[src/rtl/spi_target.sv]
// SPI mode-0 responder with a small register interface for TX/RX data and status.
// Define SPI_TARGET_RXFIFO_EN to replace the single RX data register with a 4-entry FIFO.
module spi_target #(
    parameter int WIDTH = 8
) (
    input  logic             i_clk,
    input  logic             i_rst_n,
    input  logic             i_cs,
    input  logic             i_sclk,
    input  logic             i_copi,
    output logic             o_cipo,
    input  logic             i_en,
    input  logic             i_wr,
    input  logic [3:0]       i_addr,
    input  logic [WIDTH-1:0] i_data,
    output logic [WIDTH-1:0] o_data
);
    localparam int CW = $clog2(WIDTH) + 1;
    localparam logic [CW-1:0] LAST_BIT = CW'(WIDTH - 1);
    localparam logic [WIDTH-1:0] ONES = {WIDTH{1'b1}};

    typedef enum logic [1:0] {ST_IDLE, ST_LOAD, ST_SHIFT} state_t;

    state_t           r_state, w_state_next;
    logic             r_cs_s1, r_cs_s2, r_sclk_s1, r_sclk_s2, r_sclk_s3, r_copi_s1, r_copi_s2;
    logic [CW-1:0]    r_cnt;
    logic [WIDTH-1:0] r_tx_shift, r_rx_shift, r_tx_hold;
    logic             r_tx_full, r_ovf;
    logic             w_cs_act, w_sclk_rise, w_sclk_fall, w_push;
    logic             w_wr_do, w_wr_ov, w_rd, w_pop, w_ovf_set;
    logic             w_rx_empty, w_rx_full, w_rd_hit;
    logic [WIDTH-1:0] w_rx_word, w_rx_head, w_rd_val;

    always_ff @(posedge i_clk) begin
        if (!i_rst_n) begin
            r_cs_s1   <= 1'b1;
            r_cs_s2   <= 1'b1;
            r_sclk_s1 <= 1'b0;
            r_sclk_s2 <= 1'b0;
            r_sclk_s3 <= 1'b0;
            r_copi_s1 <= 1'b1;
            r_copi_s2 <= 1'b1;
        end else begin
            r_cs_s1   <= i_cs;
            r_cs_s2   <= r_cs_s1;
            r_sclk_s1 <= i_sclk;
            r_sclk_s2 <= r_sclk_s1;
            r_sclk_s3 <= r_sclk_s2;
            r_copi_s1 <= i_copi;
            r_copi_s2 <= r_copi_s1;
        end
    end

    assign w_cs_act    = ~r_cs_s2;
    assign w_sclk_rise = r_sclk_s2 & ~r_sclk_s3;
    assign w_sclk_fall = ~r_sclk_s2 & r_sclk_s3;
    assign w_rx_word   = {r_rx_shift[WIDTH-2:0], r_copi_s2};
    assign o_cipo      = w_cs_act ? r_tx_shift[WIDTH-1] : 1'b1;

    always_ff @(posedge i_clk) begin
        if (!i_rst_n) r_state <= ST_IDLE;
        else          r_state <= w_state_next;
    end

    always_comb begin
        w_state_next = r_state;
        w_push       = 1'b0;
        case (r_state)
            ST_IDLE:  if (w_cs_act) w_state_next = ST_LOAD;
            ST_LOAD:  w_state_next = ST_SHIFT;
            ST_SHIFT: if (w_sclk_rise && r_cnt == LAST_BIT) begin
                w_state_next = ST_LOAD;
                w_push       = w_cs_act;
            end
            default:  w_state_next = ST_IDLE;
        endcase
        if (!w_cs_act) w_state_next = ST_IDLE;
    end

    // The falling edge that trails the last rising edge of a frame lands after the
    // reload; gating on a non-zero count keeps the next frame's MSB in place.
    always_ff @(posedge i_clk) begin
        if (!i_rst_n) begin
            r_cnt      <= '0;
            r_tx_shift <= ONES;
            r_rx_shift <= ONES;
        end else if (r_state == ST_LOAD) begin
            r_cnt      <= '0;
            r_tx_shift <= r_tx_full ? r_tx_hold : ONES;
        end else if (r_state == ST_SHIFT && w_cs_act) begin
            if (w_sclk_rise) begin
                r_rx_shift <= w_rx_word;
                r_cnt      <= r_cnt + 1'b1;
            end
            if (w_sclk_fall && r_cnt != '0)
                r_tx_shift <= {r_tx_shift[WIDTH-2:0], 1'b1};
        end
    end

    assign w_wr_do = i_en & i_wr & (i_addr == 4'd1);
    assign w_wr_ov = i_en & i_wr & (i_addr == 4'd5);
    assign w_rd    = i_en & ~i_wr;
    assign w_pop   = w_rd & (i_addr == 4'd3) & ~w_rx_empty;

    // A write in the same cycle as LOAD wins: LOAD already sampled the old value.
    always_ff @(posedge i_clk) begin
        if (!i_rst_n) begin
            r_tx_hold <= '0;
            r_tx_full <= 1'b0;
        end else if (w_wr_do) begin
            r_tx_hold <= i_data;
            r_tx_full <= 1'b1;
        end else if (r_state == ST_LOAD) begin
            r_tx_full <= 1'b0;
        end
    end

`ifdef SPI_TARGET_RXFIFO_EN
    logic [WIDTH-1:0] r_fifo [4];
    logic [1:0]       r_wptr, r_rptr;
    logic [2:0]       r_count;
    logic             w_push_ok;

    assign w_rx_empty = (r_count == 3'd0);
    assign w_rx_full  = (r_count == 3'd4);
    assign w_rx_head  = r_fifo[r_rptr];
    assign w_push_ok  = w_push & (~w_rx_full | w_pop);

    always_ff @(posedge i_clk) begin
        if (w_push_ok) r_fifo[r_wptr] <= w_rx_word;
    end

    always_ff @(posedge i_clk) begin
        if (!i_rst_n) begin
            r_wptr  <= '0;
            r_rptr  <= '0;
            r_count <= '0;
        end else begin
            if (w_push_ok) r_wptr <= r_wptr + 1'b1;
            if (w_pop)     r_rptr <= r_rptr + 1'b1;
            if (w_push_ok && !w_pop)      r_count <= r_count + 1'b1;
            else if (!w_push_ok && w_pop) r_count <= r_count - 1'b1;
        end
    end
`else
    logic [WIDTH-1:0] r_rx_data;
    logic             r_rx_full;

    assign w_rx_empty = ~r_rx_full;
    assign w_rx_full  = r_rx_full;
    assign w_rx_head  = r_rx_data;

    always_ff @(posedge i_clk) begin
        if (!i_rst_n) begin
            r_rx_data <= '0;
            r_rx_full <= 1'b0;
        end else if (w_push && (!r_rx_full || w_pop)) begin
            r_rx_data <= w_rx_word;
            r_rx_full <= 1'b1;
        end else if (w_pop) begin
            r_rx_full <= 1'b0;
        end
    end
`endif

    assign w_ovf_set = w_push & w_rx_full & ~w_pop;

    always_ff @(posedge i_clk) begin
        if (!i_rst_n)       r_ovf <= 1'b0;
        else if (w_ovf_set) r_ovf <= 1'b1;
        else if (w_wr_ov)   r_ovf <= 1'b0;
    end

    always_comb begin
        w_rd_hit = 1'b1;
        w_rd_val = '0;
        case (i_addr)
            4'd0:    w_rd_val = {WIDTH{w_cs_act}};
            4'd2:    w_rd_val = {WIDTH{~r_tx_full}};
            4'd3:    w_rd_val = w_rx_empty ? '0 : w_rx_head;
            4'd4:    w_rd_val = {WIDTH{~w_rx_empty}};
            4'd5:    w_rd_val = {WIDTH{r_ovf}};
            default: w_rd_hit = 1'b0;
        endcase
    end

    always_ff @(posedge i_clk) begin
        if (!i_rst_n)              o_data <= '0;
        else if (w_rd && w_rd_hit) o_data <= w_rd_val;
    end
endmodule

[config.mk]
export PLATFORM = sky130hd
export DESIGN_NAME = spi_target
export DESIGN_NICKNAME = d
export VERILOG_FILES = /design/src/rtl/spi_target.sv
export SDC_FILE = /design/constraint.sdc
export NUM_CORES = 1
export LEC_CHECK = 0
export ABC_AREA = 1
export CAP_MARGIN = 20
export CELL_PAD_IN_SITES_DETAIL_PLACEMENT = 1
export CELL_PAD_IN_SITES_GLOBAL_PLACEMENT = 1
export CORE_MARGIN = 2
export CORE_UTILIZATION = 40
export CTS_CLUSTER_DIAMETER = 40
export DETAILED_ROUTE_END_ITERATION = 8
export GPL_TIMING_DRIVEN = 1
export PLACE_DENSITY_LB_ADDON = 0.1
export SYNTH_ARGS = -nofsm -noshare
export SYNTH_HDL_FRONTEND = slang
export SYNTH_SLANG_ARGS = --single-unit
[constraint.sdc]
create_clock -name i_clk -period 3.2 [get_ports i_clk]
set_input_delay 0.64 -clock i_clk [delete_from_list [all_inputs] [get_ports i_clk]]
set_output_delay 0.64 -clock i_clk [all_outputs]
set_load 0.005 [all_outputs]
* Word level (Yosys, flattened, before mapping)
Index checks and enable logic that the tools add are counted.
** Storage, ports and cells
- Bits in registers :: 55
- Input bits :: 19
- Output and inout bits :: 9
** Operators by class
- Add/subtract/negate cells :: 1
- Equality and inequality tests :: 9
- Muxes and demuxes :: 18
- Bitwise logic cells :: 18
- Reductions and logical operators :: 21
** Operator list (count)
- $mux 8 :: 5
- $pmux 8 s5 :: 1
- $eq 4x3->1 const B :: 3
- $and 1x1->1 :: 10
- $mux 1 :: 10
- $reduce_bool 2->1 :: 5
- $eq 4x2->1 const B :: 2
- $not 1->1 :: 8
- $pmux 2 s3 :: 1
- $logic_and 1x1->1 :: 5
- $reduce_or 5->1 :: 1
- $add 4x1->4 const B :: 1
- $eq 4x1->1 const B :: 1
- $logic_not 4->1 :: 1
- $reduce_and 2->1 :: 2
- $reduce_bool 4->1 :: 1
- $reduce_or 2->1 :: 2
- $reduce_and 3->1 :: 1
- $eq 2x1->1 const B :: 1
- $eq 2x2->1 const B :: 1
- $logic_not 2->1 :: 1
- $mux 2 :: 1
- $ne 2x2->1 const B :: 1
- $logic_not 1->1 :: 1
- $logic_or 1x1->1 :: 1

* Depth between registers and ports, before layout
Gate-level depths: netlist of the first run.
- Word-level depth :: 8
- Mapped depth :: 8
- Mapped depth without buffers :: 8

* Worst setup path after synthesis of the first run
No wires, ideal clock.
- Path type :: input to register
- Start point :: input port i_en
- End point :: register r_rx_data[4]
- Setup time :: 113 ps
- Data arrival time :: 1315 ps
- Data required time :: 3087 ps
- Slack :: 1771 ps
- Stages :: 8
- Path through :: inv_1 -> nor2_2 -> nand3_4 -> nand2_4 -> buf_12 -> nand3_1 -> nand2_1 -> nor2_1
** Between the ends
- Word-level cells in the longest chain between the ends :: 5
** Ends and longest elaborated chain
- from (decl) :: line 12 : input logic i_en,
- $and 1x1->1 :: line 102 : assign w_rd = i_en & ~i_wr;
- $and 1x1->1 (2 in a row) :: line 103 : assign w_pop = w_rd & (i_addr == 4'd3) & ~w_rx_empty;
- $logic_or 1x1->1 :: line 157 : end else if (w_push && (!r_rx_full || w_pop)) begin
- $logic_and 1x1->1 :: line 157
- to (signal assigned) :: line 158 : r_rx_data <= w_rx_word;
- to (decl) :: line 146 : logic [WIDTH-1:0] r_rx_data;
Every way passes these cells.
A chain may end at the register's enable or synchronous reset.

* Worst setup path in the final report of the first run
- Start point :: register r_cs_s2
- End point :: output port o_cipo
** Between the ends
- Word-level cells in the longest chain between the ends :: 1
** Ends and longest elaborated chain
- from (decl) :: line 25 : logic r_cs_s1, r_cs_s2, r_sclk_s1, r_sclk_s2, r_sclk_s3, r_copi_s1, r_copi_s2;
- from (signal assigned) :: line 45 : r_cs_s2 <= r_cs_s1;
- $mux 1 :: line 58 : assign o_cipo = w_cs_act ? r_tx_shift[WIDTH-1] : 1'b1;
- to (decl) :: line 11 : output logic o_cipo,
Every way passes these cells.

==> impl_metrics.py, run 1 <==
metrics = {
    "cts": {
        "cts_tree": "done",
        "postCtsSetupRepairBufs": 0,
        "clkLatencyLatePin_ns": 0.31,
        "cts_made_buffers": 5,
        "cts_resized": 0,
        "cts-root-buf": "clkbuf_8",
        "clockBufferDepth": 2,
        "htree_levels": 2,
        "cts_sinks": 55,
        "clkSlewWorstSetupHoldPaths_ns": 0.09,
        "cts_hold_buf": 0,
    },
    "logic_synthesis": {
        "yosys_register_bits": 55,
        "postSynth.asyncResetShare_pct": 0,
        "synthFlopType": "dfxtp_1",
        "synth_edf_count": 0,
        "avgSynthCellArea_um2": 7.504,
        "yosysMostFrequentCell": "nand2_1",
        "synth.largest_area_cell": "dfxtp_1",
        "synth_area_leaders": "dfxtp_1 43%, nand2_1 11%, nand3_1 9.1%, a21oi_1 5.6%, inv_1 5.1%",
        "syn-cell-area_um2": 2581,
        "synth_top_cell_area_share_pct": 42.66,
        "ys_seq_area_share_pct": 42.66,
        "synthCells": 344,
        "synthTopCellsByCount": "79 x nand2_1, 55 x dfxtp_1, 47 x nand3_1",
        "syn_nets": 365,
        "yosys.cell_types.count": 32,
        "ys_warn_count": 0,
    },
    "finish": {
        "post-route-util_pct": 47.46,
        "synthToLayoutAreaGrowth_pct": 15.41,
        "fill_cells": 811,
        "finalNetCount": 388,
        "drive_gt1_share_pct": 12.50,
        "n_antenna_cell": 0,
    },
    "floorplan": {
        "fp.dieW_um": 84.33,
        "fp.dieH_um": 84.33,
        "row_count": 29,
        "start_util_pct": 41.12,
        "io_pins": 28,
        "core_um2": 6277,
        "dieArea_um2": 7112,
    },
    "critical_path": {
        "crit_arrival_ns": 1.37,
        "cp-end-kind": "output port",
        "critPathMaxFanout": 3,
        "r2r-start": "r_cnt[0]",
        "cp_num_buf_inv": 1,
        "startpoint_type": "flop",
        "cp_slowest_stage_delay_ns": 0.45,
        "crit_chain": "or2_2, clkdlybuf4s50_1",
        "r2r.worst_path.cells": 6,
        "worstPathRequired_ns": 2.56,
        "cp_top_family": "buffers and inverters",
        "r2r-end": "r_tx_shift[5]",
        "timing.critical_path.slowest_stage_cell": "clkdlybuf4s50_1",
        "rrSetupSlack_ns": 1.69,
        "path_class": "flop to output port",
    },
    "place": {
        "gp_congestion": 0.7752,
        "port_buffers": 27,
        "place_hpwl_um": 4087,
    },
    "power": {
        "p_seq_share_pct": 54.7,
        "internal-power_uw": 996.6,
        "total_power_mw": 1.286,
        "peakVddDrop_mv": 0.2562,
        "p_switching_uw": 289.9,
        "swShare_pct": 22.53,
        "power_leakage_nw": 1.365,
        "clkPwrFrac_pct": 37.4,
        "comb_power_share_pct": 7.9,
        "powerDensity_nw_per_um2": 431.8,
    },
    "sta": {
        "tightestPinTransition_ns": 0.5074,
        "fmax_mhz": 498.7,
        "post-route-period-util_pct": 62.67,
        "finalHoldViolCount": 0,
        "finalClockSkew_ns": 0.007027,
        "fin_crit_ns": 2.005,
        "setup_viol": 0,
        "rsz0062_at_grt": "no",
        "tns_ns": 0,
        "slew_headroom_pct": 66.14,
        "maxSlewViolCount": 0,
    },
    "global_route": {
        "grt_pass1_vias": 2169,
        "track_usage_pct": 17.33,
        "antenna_found_initial": 0,
        "grt_pass1_wl_um": 10070,
        "grt_overflow_total": 0,
        "grt_max_degree": 29,
    },
    "detailed_routing": {
        "drt_iter0_drc": 86,
        "first_pass_iters": 4,
        "via_per_inst": 4.933,
        "dr_total_vias": 2195,
        "wl_per_cell_um": 13.04,
        "wirelength_um": 5803,
        "drc": 0,
        "ant_nets": 0,
    },
    "outcome": {
        "status": "completed",
    },
    "run": {
        "drv_cap": 0,
    },
    "hold_path": {
        "worstHoldPathType": "flop to flop",
        "min-delay-start": "r_sclk_s1",
        "min_delay_worst_endpoint": "r_sclk_s2",
        "holdPathStages": 2,
    },
}
## per-layer routing
metal	routed length (um)	part of all wire, %	track usage, %
met1	2991	52	23.97
met3	237	4.1	3.343
met4	67	1.2	5.195
met2	2507	43	27.56
met5	0	0	0
## layout make-up
class / instances / area [um2] / area share (%)
clock buffer: 6 / 82.58 / 2.772
sequential: 55 / 1101 / 36.96
multi-input combinational: 238 / 1240 / 41.62
clock inverter: 2 / 35.03 / 1.176
tap: 77 / 96.34 / 3.234
timing repair buffer: 28 / 277.8 / 9.324
inverter: 39 / 146.4 / 4.914
## power by group through the flow
stage / logic (mW) / clock network, mW / registers [mW]
final: 0.102 / 0.481 / 0.703
after global routing: 0.115 / 0.516 / 0.706
after CTS: 0.103 / 0.498 / 0.704
after detailed placement: 0.102 / 0 / 0.720
after global placement: 0.100 / 0 / 0.719
after floorplan: 0.0566 / 0 / 0.719
## registers in the layout (all words and copies together), names as in the netlist, 2 cells and up
signal	count
o_data	8
r_rx_data	8
r_tx_hold	8
r_tx_shift	8
r_rx_shift	7
r_cnt	4
r_state	2
## how the worst max path moves through the flow
stage               startpoint            to  slack (ns)  cells after the start
global route         i_addr[3]     o_data[6]        1.11                      7
global placement     i_addr[3]     o_data[3]        0.95                      7
finish                 r_cs_s2        o_cipo        1.19                      2
CTS                    r_cs_s2        o_cipo        1.17                      2
floorplan                 i_en  r_rx_data[4]        1.77                      8
detailed placement   i_addr[3]     o_data[6]        0.90                      7
## stage by stage
step / worst slack, ns / std cells / cell area, um2 / hold slack (ns)
detailed placement: 0.9026 / 437 / 2861 / 0.4027
CTS: 1.165 / 445 / 2979 / 0.4265
finish: 1.195 / 445 / 2979 / 0.4215
floorplan: 1.771 / 344 / 2581 / 0.3905
global route: 1.107 / 445 / 2979 / 0.4364
global placement: 0.9481 / 437 / 2861 / 0.3943
## layout by cell type, fill, tap and decap left out
cell,instances
buf_4,1
nor2_2,3
nand2_2,5
bufinv_16,1
clkdlybuf4s50_1,27
nor2_1,26
ha_1,2
nand3_4,1
nand3_1,47
xor2_1,1
o211ai_1,7
or2_2,5
o22ai_1,1
a21oi_1,29
nand3_2,2
dfxtp_1,55
o21ai_1,1
clkbuf_8,6
o21bai_1,1
nor3_1,1
inv_1,35
a21oi_2,9
nand2_1,79
inv_2,3
nor2_4,5
clkinv_1,1
nand4_1,2
nor2_8,1
o21ai_0,7
nand2_4,3
clkinv_2,1
## tightest hold or removal path: cells and delay by family (launching register included)
family	cells	cell delay [ns]
buffers and inverters	1	0.04
and+or+nand+nor	1	0.05
DFF	1	0.32
## cells by family (layout without fill, tap and decap cells)
| group | after synthesis | in the layout | synth area share, % |
|---|---|---|---|
| and+or+nand+nor | 180 | 180 | 33.93 |
| AOI/OAI and AO/OA | 55 | 55 | 12.80 |
| DFF | 55 | 55 | 42.66 |
| buffers and inverters | 51 | 75 | 9.307 |
| adders and majority gates | 2 | 2 | 0.9693 |
| xor gates and xnor gates | 1 | 1 | 0.3394 |
Note: power is estimated with default switching activity, not from simulation.
==> run 2: changes to the inputs <==
--- a/config.mk
+++ b/config.mk
@@ -10,7 +10,7 @@
 export CELL_PAD_IN_SITES_DETAIL_PLACEMENT = 1
 export CELL_PAD_IN_SITES_GLOBAL_PLACEMENT = 1
 export CORE_MARGIN = 2
-export CORE_UTILIZATION = 40
+export CORE_UTILIZATION = 37
 export CTS_CLUSTER_DIAMETER = 40
 export DETAILED_ROUTE_END_ITERATION = 8
 export GPL_TIMING_DRIVEN = 1
==> constraint.sdc (replaced) <==
create_clock -name i_clk -period 1.8 [get_ports i_clk]
set_input_delay 0.36 -clock i_clk [delete_from_list [all_inputs] [get_ports i_clk]]
set_output_delay 0.36 -clock i_clk [all_outputs]
set_load 0.005 [all_outputs]
==> run 2 against run 1 <==
Against the previous run: first-iteration DRC count shrank 38%; critical path depth is the same; register-to-register slack lost 1.4 ns; total power grew 77%.
==> impl_metrics.py, run 2 (synthesis results as in run 1) <==
metrics = {
    "outcome": {
        "status": "completed",
    },
    "sta": {
        "fmax_mhz": 580.0,
        "fin_crit_ns": 1.724,
        "maxSlewViolCount": 0,
        "setup_slack_ns": 0.07580,
        "post-route-period-util_pct": 95.79,
        "tightestPinTransition_ns": 0.4287,
        "finalHoldViolCount": 0,
        "setup_viol": 0,
        "slew_headroom_pct": 71.38,
        "rsz0062_at_grt": "no",
        "finalClockSkew_ns": 0.009450,
    },
    "place": {
        "dp.cells": 447,
        "place_hpwl_um": 4168,
        "port_buffers": 27,
        "gp_congestion": 0.7385,
        "dp_slack_ns": -0.04234,
    },
    "detailed_routing": {
        "drc": 0,
        "first_pass_iters": 4,
        "wl_per_cell_um": 12.40,
        "wirelength_um": 5643,
        "ant_nets": 0,
        "via_per_inst": 4.785,
        "dr_total_vias": 2177,
        "drt_iter0_drc": 53,
    },
    "critical_path": {
        "startpoint": "r_cs_s2",
        "r2r.worst_path.cells": 8,
        "cp_slowest_stage_delay_ns": 0.45,
        "worstPathRequired_ns": 1.44,
        "cp_top_family": "buffers and inverters",
        "r2r-start": "r_cnt[0]",
        "r2r-end": "r_rx_data[7]",
        "cp.depth": 2,
        "critPathMaxFanout": 3,
        "timing.critical_path.slowest_stage_cell": "clkdlybuf4s50_1",
        "cp_num_buf_inv": 1,
        "crit_chain": "or2_2, clkdlybuf4s50_1",
        "startpoint_type": "flop",
        "cp-endpoint": "o_cipo",
        "crit_arrival_ns": 1.36,
        "path_class": "flop to output port",
        "rrSetupSlack_ns": 0.31,
        "cp-end-kind": "output port",
    },
    "cts": {
        "clkLatencyLatePin_ns": 0.31,
        "cts_tree": "done",
        "cts_hold_buf": 0,
        "cts_sinks": 55,
        "cts_made_buffers": 5,
        "postCtsSetupRepairBufs": 0,
        "cts-root-buf": "clkbuf_8",
        "htree_levels": 2,
        "clockBufferDepth": 2,
        "clkSlewWorstSetupHoldPaths_ns": 0.10,
        "cts_resized": 0,
    },
    "floorplan": {
        "start_util_pct": 38.20,
        "row_count": 30,
        "core_um2": 6756,
        "fp.dieH_um": 87.53,
        "io_pins": 28,
        "dieArea_um2": 7661,
        "fp.dieW_um": 87.53,
    },
    "finish": {
        "final_common_cell": "nand2_1",
        "stdcell_count": 455,
        "synthToLayoutAreaGrowth_pct": 18.03,
        "finalNetCount": 395,
        "drive_gt1_share_pct": 14.13,
        "post-route-util_pct": 45.09,
        "final_cell_mix": "79 x nand2_1, 55 x dfxtp_1, 47 x nand3_1",
        "n_antenna_cell": 0,
    },
    "global_route": {
        "antenna_found_initial": 0,
        "grt_overflow_total": 0,
        "track_usage_pct": 15.92,
        "grt_pass1_vias": 2137,
        "grt_max_degree": 28,
        "grt_pass1_wl_um": 9839,
    },
    "power": {
        "power_leakage_nw": 1.402,
        "powerDensity_nw_per_um2": 749.2,
        "peakVddDrop_mv": 0.4123,
    },
    "run": {
        "drv_cap": 0,
    },
    "hold_path": {
        "worstHoldPathType": "flop to flop",
    },
}
==> run 2: changes by cell type in the layout (fill, tap and decap cells not counted) <==
| cell | previous run | this run |
|---|---|---|
| buf_12 | 0 | 1 |
| buf_4 | 1 | 7 |
| clkinv_2 | 1 | 0 |
| clkbuf_8 | 6 | 5 |
| clkinv_4 | 0 | 1 |
| inv_6 | 0 | 1 |
==> run 2: final cells by class <==
class | count | area, um2
Clock buffer | 5 | 68.82
Tap cell | 80 | 100.1
Sequential cell | 55 | 1101
Multi-Input combinational cell | 238 | 1240
Inverter | 39 | 146.4
Fill cell | 851 | 3710
Clock inverter | 3 | 47.55
Timing Repair Buffer | 35 | 342.8
==> run 2: through the flow <==
stage | instance area, um2 | hold slack [ns] | power, mW | setup TNS [ns]
final | 3047 | 0.4202 | 2.282 | 0
after global routing | 3047 | 0.4423 | 2.399 | 0
after CTS | 3047 | 0.4240 | 2.331 | 0
after detailed placement | 2930 | 0.4013 | 1.475 | -0.3097
after global placement | 2930 | 0.3936 | 1.471 | -0.009107
after floorplan | 2581 | 0.3905 | 1.379 | 0
==> run 2: where the power goes <==
group          total (mW)  switching [mW]  internal, mW
combinational       0.194           0.101        0.0930
clock               0.838           0.416         0.422
sequential           1.25          0.0111          1.24
total                2.28           0.528          1.75
==> run 2: tightest hold or removal path: cells and delay by family, from the launching register on <==
kind	cells	cell delay, ns
flip-flops	1	0.31
AND/OR/NAND/NOR	1	0.05
buffers and inverters	1	0.03
==> run 2: worst min path at each step <==
stage	from	depth (start not counted)	slack, ns	end
final	r_sclk_s1	2	0.42	r_sclk_s2
after global routing	r_copi_s1	1	0.44	r_copi_s2
after CTS	r_sclk_s1	2	0.42	r_sclk_s2
after detailed placement	r_sclk_s1	2	0.40	r_sclk_s2
after global placement	r_sclk_s1	2	0.39	r_sclk_s2
after floorplan	r_sclk_s1	2	0.39	r_sclk_s2
==> run 2: per-layer routing <==
metal	share of wire, %	vias to the layer above	track usage (%)
li1	-	1166	-
met4	0.46	0	2.517
met2	44	27	25.83
met5	0	-	0
met1	52	981	22.42
met3	3.0	3	3.128
==> run 3: changes to the inputs <==
--- a/config.mk
+++ b/config.mk
@@ -13,6 +13,7 @@
 export CORE_UTILIZATION = 37
 export CTS_CLUSTER_DIAMETER = 40
 export DETAILED_ROUTE_END_ITERATION = 8
+export GPL_ROUTABILITY_DRIVEN = 1
 export GPL_TIMING_DRIVEN = 1
 export PLACE_DENSITY_LB_ADDON = 0.1
 export SYNTH_ARGS = -nofsm -noshare
==> results of run 3 <==
The final DEF is identical to that of run 2; final timing and power are the same.
